--- src/rtl/pc_unit.sv ---
// Program counter for the 6502 core: PCL/PCH with increment, byte loads and
// relative branches whose page crossings take one extra PCH fix-up cycle.
module pc_unit #(
    parameter logic [15:0] RESET_PC = 16'h0000
) (
    input  logic       phi1,
    input  logic       reset,
    input  logic       inc_EN,
    input  logic       loadL_EN,
    input  logic       loadH_EN,
    input  logic [7:0] addressLowBus_IN,
    input  logic [7:0] addressHighBus_IN,
    input  logic       branch_EN,
    input  logic [7:0] offset_IN,
    output logic [7:0] pcl_OUT,
    output logic [7:0] pch_OUT,
    output logic       pageCross_OUT,
    output logic       dbg_state_OUT
);

    // Command protocol: a command is accepted on any posedge phi1 where
    // pageCross_OUT is low; while it is high the unit is busy and drops commands.

    typedef enum logic {
        ST_IDLE  = 1'b0,
        ST_FIXUP = 1'b1
    } state_t;

    typedef enum logic [1:0] {
        ADJ_NONE = 2'b00,
        ADJ_INC  = 2'b01,
        ADJ_DEC  = 2'b10
    } adj_t;

    state_t     state_q, state_d;
    adj_t       adj_h_q, adj_h_d;
    logic [7:0] pcl_q, pcl_d;
    logic [7:0] pch_q, pch_d;
    logic       page_cross_q, page_cross_d;

    logic [8:0] sum9;
    logic [8:0] inc9;
    logic       any_load;

    always_comb begin
        sum9     = {1'b0, pcl_q} + {1'b0, offset_IN};
        inc9     = {1'b0, pcl_q} + 9'd1;
        any_load = loadL_EN | loadH_EN;
    end

    always_comb begin
        state_d      = state_q;
        adj_h_d      = adj_h_q;
        pcl_d        = pcl_q;
        pch_d        = pch_q;
        page_cross_d = page_cross_q;

        unique case (state_q)
            ST_IDLE: begin
                if (any_load) begin
                    if (loadL_EN) pcl_d = addressLowBus_IN;
                    if (loadH_EN) pch_d = addressHighBus_IN;
                end else if (branch_EN) begin
                    pcl_d = sum9[7:0];
                    // Carry out of a positive offset or no carry from a negative one
                    // means the target lies in a neighbouring page.
                    if (!offset_IN[7] && sum9[8]) begin
                        adj_h_d      = ADJ_INC;
                        state_d      = ST_FIXUP;
                        page_cross_d = 1'b1;
                    end else if (offset_IN[7] && !sum9[8]) begin
                        adj_h_d      = ADJ_DEC;
                        state_d      = ST_FIXUP;
                        page_cross_d = 1'b1;
                    end
                end else if (inc_EN) begin
                    pcl_d = inc9[7:0];
                    pch_d = pch_q + {7'd0, inc9[8]};
                end
            end
            ST_FIXUP: begin
                unique case (adj_h_q)
                    ADJ_INC: pch_d = pch_q + 8'd1;
                    ADJ_DEC: pch_d = pch_q - 8'd1;
                    default: pch_d = pch_q;
                endcase
                adj_h_d      = ADJ_NONE;
                state_d      = ST_IDLE;
                page_cross_d = 1'b0;
            end
            default: begin
                state_d      = ST_IDLE;
                adj_h_d      = ADJ_NONE;
                page_cross_d = 1'b0;
            end
        endcase
    end

    always_ff @(posedge phi1) begin
        if (reset) begin
            state_q      <= ST_IDLE;
            adj_h_q      <= ADJ_NONE;
            pcl_q        <= RESET_PC[7:0];
            pch_q        <= RESET_PC[15:8];
            page_cross_q <= 1'b0;
        end else begin
            state_q      <= state_d;
            adj_h_q      <= adj_h_d;
            pcl_q        <= pcl_d;
            pch_q        <= pch_d;
            page_cross_q <= page_cross_d;
        end
    end

    assign pcl_OUT       = pcl_q;
    assign pch_OUT       = pch_q;
    assign pageCross_OUT = page_cross_q;
    assign dbg_state_OUT = state_q;

endmodule
--- config.mk ---
export PLATFORM = sky130hd
export DESIGN_NAME = pc_unit
export DESIGN_NICKNAME = d
export VERILOG_FILES = /design/src/rtl/pc_unit.sv
export SDC_FILE = /design/constraint.sdc
export NUM_CORES = 1
export LEC_CHECK = 0
export CAP_MARGIN = 20
export CORE_MARGIN = 2
export CORE_UTILIZATION = 38
export DETAILED_ROUTE_END_ITERATION = 7
export PLACE_DENSITY = 0.74
export SKIP_CTS_REPAIR_TIMING = 1
export SLEW_MARGIN = 10
export SYNTH_ARGS = -nofsm -noshare
export SYNTH_HDL_FRONTEND = slang
export SYNTH_SLANG_ARGS = --single-unit
--- constraint.sdc ---
create_clock -name phi1 -period 8.7 [get_ports phi1]
set_input_delay 2.61 -clock phi1 [delete_from_list [all_inputs] [get_ports phi1]]
set_output_delay 2.61 -clock phi1 [all_outputs]
set_load 0.01 [all_outputs]
==> impl_metrics.toml <==
[placed_design]
dpl.hpwl_um = 3870
gp_congestion = 0.854
placement.cell_area_um2 = 2430
portBuffers = 47

[global_routing]
grt_remaining_overflow = 0
grt_pass1_wl_um = 8870
grt_max_degree = 25
antenna_found_initial = 0
grt_use_total_pct = 19.8
grt_pass1_vias = 1888

[routing]
firstDrtPassIters = 4
drc = 0
ant_nets = 0
drtIter0Drc = 159
wirelength_um = 5210
vias = 2034
wl_per_cell_um = 14.2
routed_via_density = 5.54

[worst_setup_path]
reg2reg_depth = 12
critPathMaxFanout = 4
crit_arrival_ns = 5.25
reg2reg_slack_ns = 5.90
worstReg2RegStart = "pcl_OUT[0]$_SDFFE_PP0P_"
cp.required_ns = 8.84
worstSetupPathType = "input port to register"
start_kind = "input port"
r2r-end = "adj_h_q[1]$_SDFFE_PP0P_"
critPathCaptureType = "register"

[die]
num_rows = 25
dieWidth_um = 74.9
die-area_um2 = 5600
initial_core_util_pct = 39.9
design.core.area_um2 = 4790
die_y_um = 74.9
pin_count = 48

[timing]
setup_viol = 0
slew_viol_final = 0
fin_crit_sh_pct = 58.8
relSlewSlack_pct = 29.6
report.final.hold_viol_count = 0
setup_tns_ns = 0
timing.hold.ws_ns = 0.494
period_minus_slack_ns = 5.11
rsz0062_at_grt = "false"
worst_slew_pin_slew_ns = 1.06
fin_skew_ns = 0.000729
clock.fmax_ghz = 0.196

[layout]
multi_input_area_um2 = 1410
n_fill_cell = 477
seqCellArea_um2 = 400
fin_area_um2 = 2480
nNetsFinal = 352
drive_above_1_share_pct = 4.00
area_growth_pct = 29.8
final_util_pct = 51.7
diodes = 0

[power_and_ir_drop]
peakVddDrop_uv = 61.6
power.leakage_nw = 0.971
power.density_nw_per_um2 = 119

[synth]
async_flop_share_pct = 0
synth_flop_cell = "dfxtp_1"
synthCells = 258
synth-seq-cells = 20
synthesis.area_um2 = 1910
yosys.area.top_type_share_pct = 21.0
synth_area_leaders = "dfxtp_1 21%, ha_1 12%, nor2_1 6.1%, nand2_1 4.5%, a211oi_1 3.9%"
synth_cell_types = 46
synth_area_leader_cell = "dfxtp_1"
avgSynthCellArea_um2 = 7.40
synth_common_cells = "31 x nor2_1, 23 x nand2_1, 20 x dfxtp_1"
synth.yosys.seq_area_share_pct = 21.0
yosysMostFrequentCell = "nor2_1"
syn_nets = 308
synth-edff-count = 0
yosysWarnings = 0

[clock_network]
worst_skew_pair.late_latency_ns = 0.26
cts_buffers = 3
clockBufferDepth = 2
clk_pin_slew_ns = 0.08
cts_tree = "yes"
cts_max_level = 1
clock-sinks = 20
cts_root_buffer = "clkbuf_8"

[job]
drv_cap = 0

[worst_hold_path]
hold-path-cell-count = 2
worstHoldStart = "pageCross_OUT$_SDFFE_PP0P_"
hold_class = "register to register"
min_to = "pageCross_OUT$_SDFFE_PP0P_"

[status]
outcome = "finished clean"
-- cell type report --
type / instances / share of cell area (%)
inverters: 15 / 2.27
clock buffers: 3 / 1.67
flip-flops and latches: 20 / 16.2
multi-input cells: 213 / 56.9
repair buffers: 49 / 19.6
well taps: 67 / 3.39
-- sequential cells by signal, summed over array words and instances, names as in the netlist --
signal         cells
pch_OUT            8
pcl_OUT            8
adj_h_q            2
dbg_state_OUT      1
pageCross_OUT      1
-- per-layer routing --
layer | wire length [um] | track usage [%] | part of all wire, % | vias up
li1 | - | - | - | 1044
met3 | 261 | 2.81 | 5.0 | 4
met5 | 0 | 0 | 0 | -
met2 | 2350 | 30.8 | 45 | 61
met4 | 23 | 3.77 | 0.44 | 0
met1 | 2580 | 29.4 | 49 | 925
-- critical path: stages --
cell	delay [ns]
clkdlybuf4s50_1	0.46
ha_1	0.16
inv_1	0.05
fa_1	0.40
nor2b_1	0.16
o31a_1	0.17
o21a_1	0.17
o211ai_1	0.10
nand2_1	0.07
ha_1	0.23
nor2_1	0.24
nor2_1	0.06
a2111oi_0	0.36
-- cell usage in the layout (no fill, tap or decap), types with 2 or more instances in the layout --
cell             instances
fa_1                     2
o31a_1                   4
nor3_1                   7
nand3_1                 12
nor4_1                   2
nand4_1                  3
inv_2                    2
xnor2_1                  6
or3_1                    6
nand2_1                 23
a21o_1                   6
nand2b_1                 3
a31oi_1                  9
clkdlybuf4s50_1         47
a211o_1                  2
ha_1                    18
a211oi_1                10
nor2b_1                  3
a21oi_1                 15
o21a_1                   4
clkbuf_8                 3
o211ai_1                 5
o21ai_0                 15
or2_2                    2
xor2_1                   5
nor2_1                  31
a311oi_1                 3
dfxtp_1                 20
a2111oi_0                2
buf_4                    2
inv_1                   13
-- per-stage QoR --
stage	power, mW	setup WS [ns]	instances
after floorplan	0.184	4.00	258
after global placement	0.228	3.42	364
after detailed placement	0.230	3.32	364
after CTS	0.294	3.60	367
after global routing	0.313	3.40	367
final	0.294	3.59	367
-- power by group --
part	total (mW)	internal [mW]	leakage (nW)	switching (mW)
Combinational	0.115	0.0589	0.784	0.0560
Clock	0.0650	0.0309	0.0216	0.0341
Sequential	0.114	0.0998	0.165	0.0142
Total	0.294	0.190	0.971	0.104
-- worst max path at each step --
stage	start	to	slack [ns]	depth (start not counted)
4_1_cts	offset_IN[0]	adj_h_q[1]$_SDFFE_PP0P_	3.60	13
3_5_place_dp	offset_IN[0]	adj_h_q[1]$_SDFFE_PP0P_	3.32	13
6_report	offset_IN[0]	adj_h_q[1]$_SDFFE_PP0P_	3.59	13
2_1_floorplan	offset_IN[0]	adj_h_q[1]$_SDFFE_PP0P_	4.00	12
3_3_place_gp	offset_IN[0]	adj_h_q[1]$_SDFFE_PP0P_	3.42	13
5_1_grt	offset_IN[0]	adj_h_q[1]$_SDFFE_PP0P_	3.40	13
-- logic make-up after synthesis --
family | count (synthesis) | share of synthesized area (%)
xor gates and xnor gates | 11 | 5.05
DFF | 20 | 21.0
muxes | 1 | 0.525
AOI/OAI and AO/OA | 86 | 31.2
buffers and inverters | 25 | 5.18
adders and majority gates | 20 | 13.9
and+or+nand+nor | 95 | 23.1
Note: power is estimated with default switching activity, not from simulation.
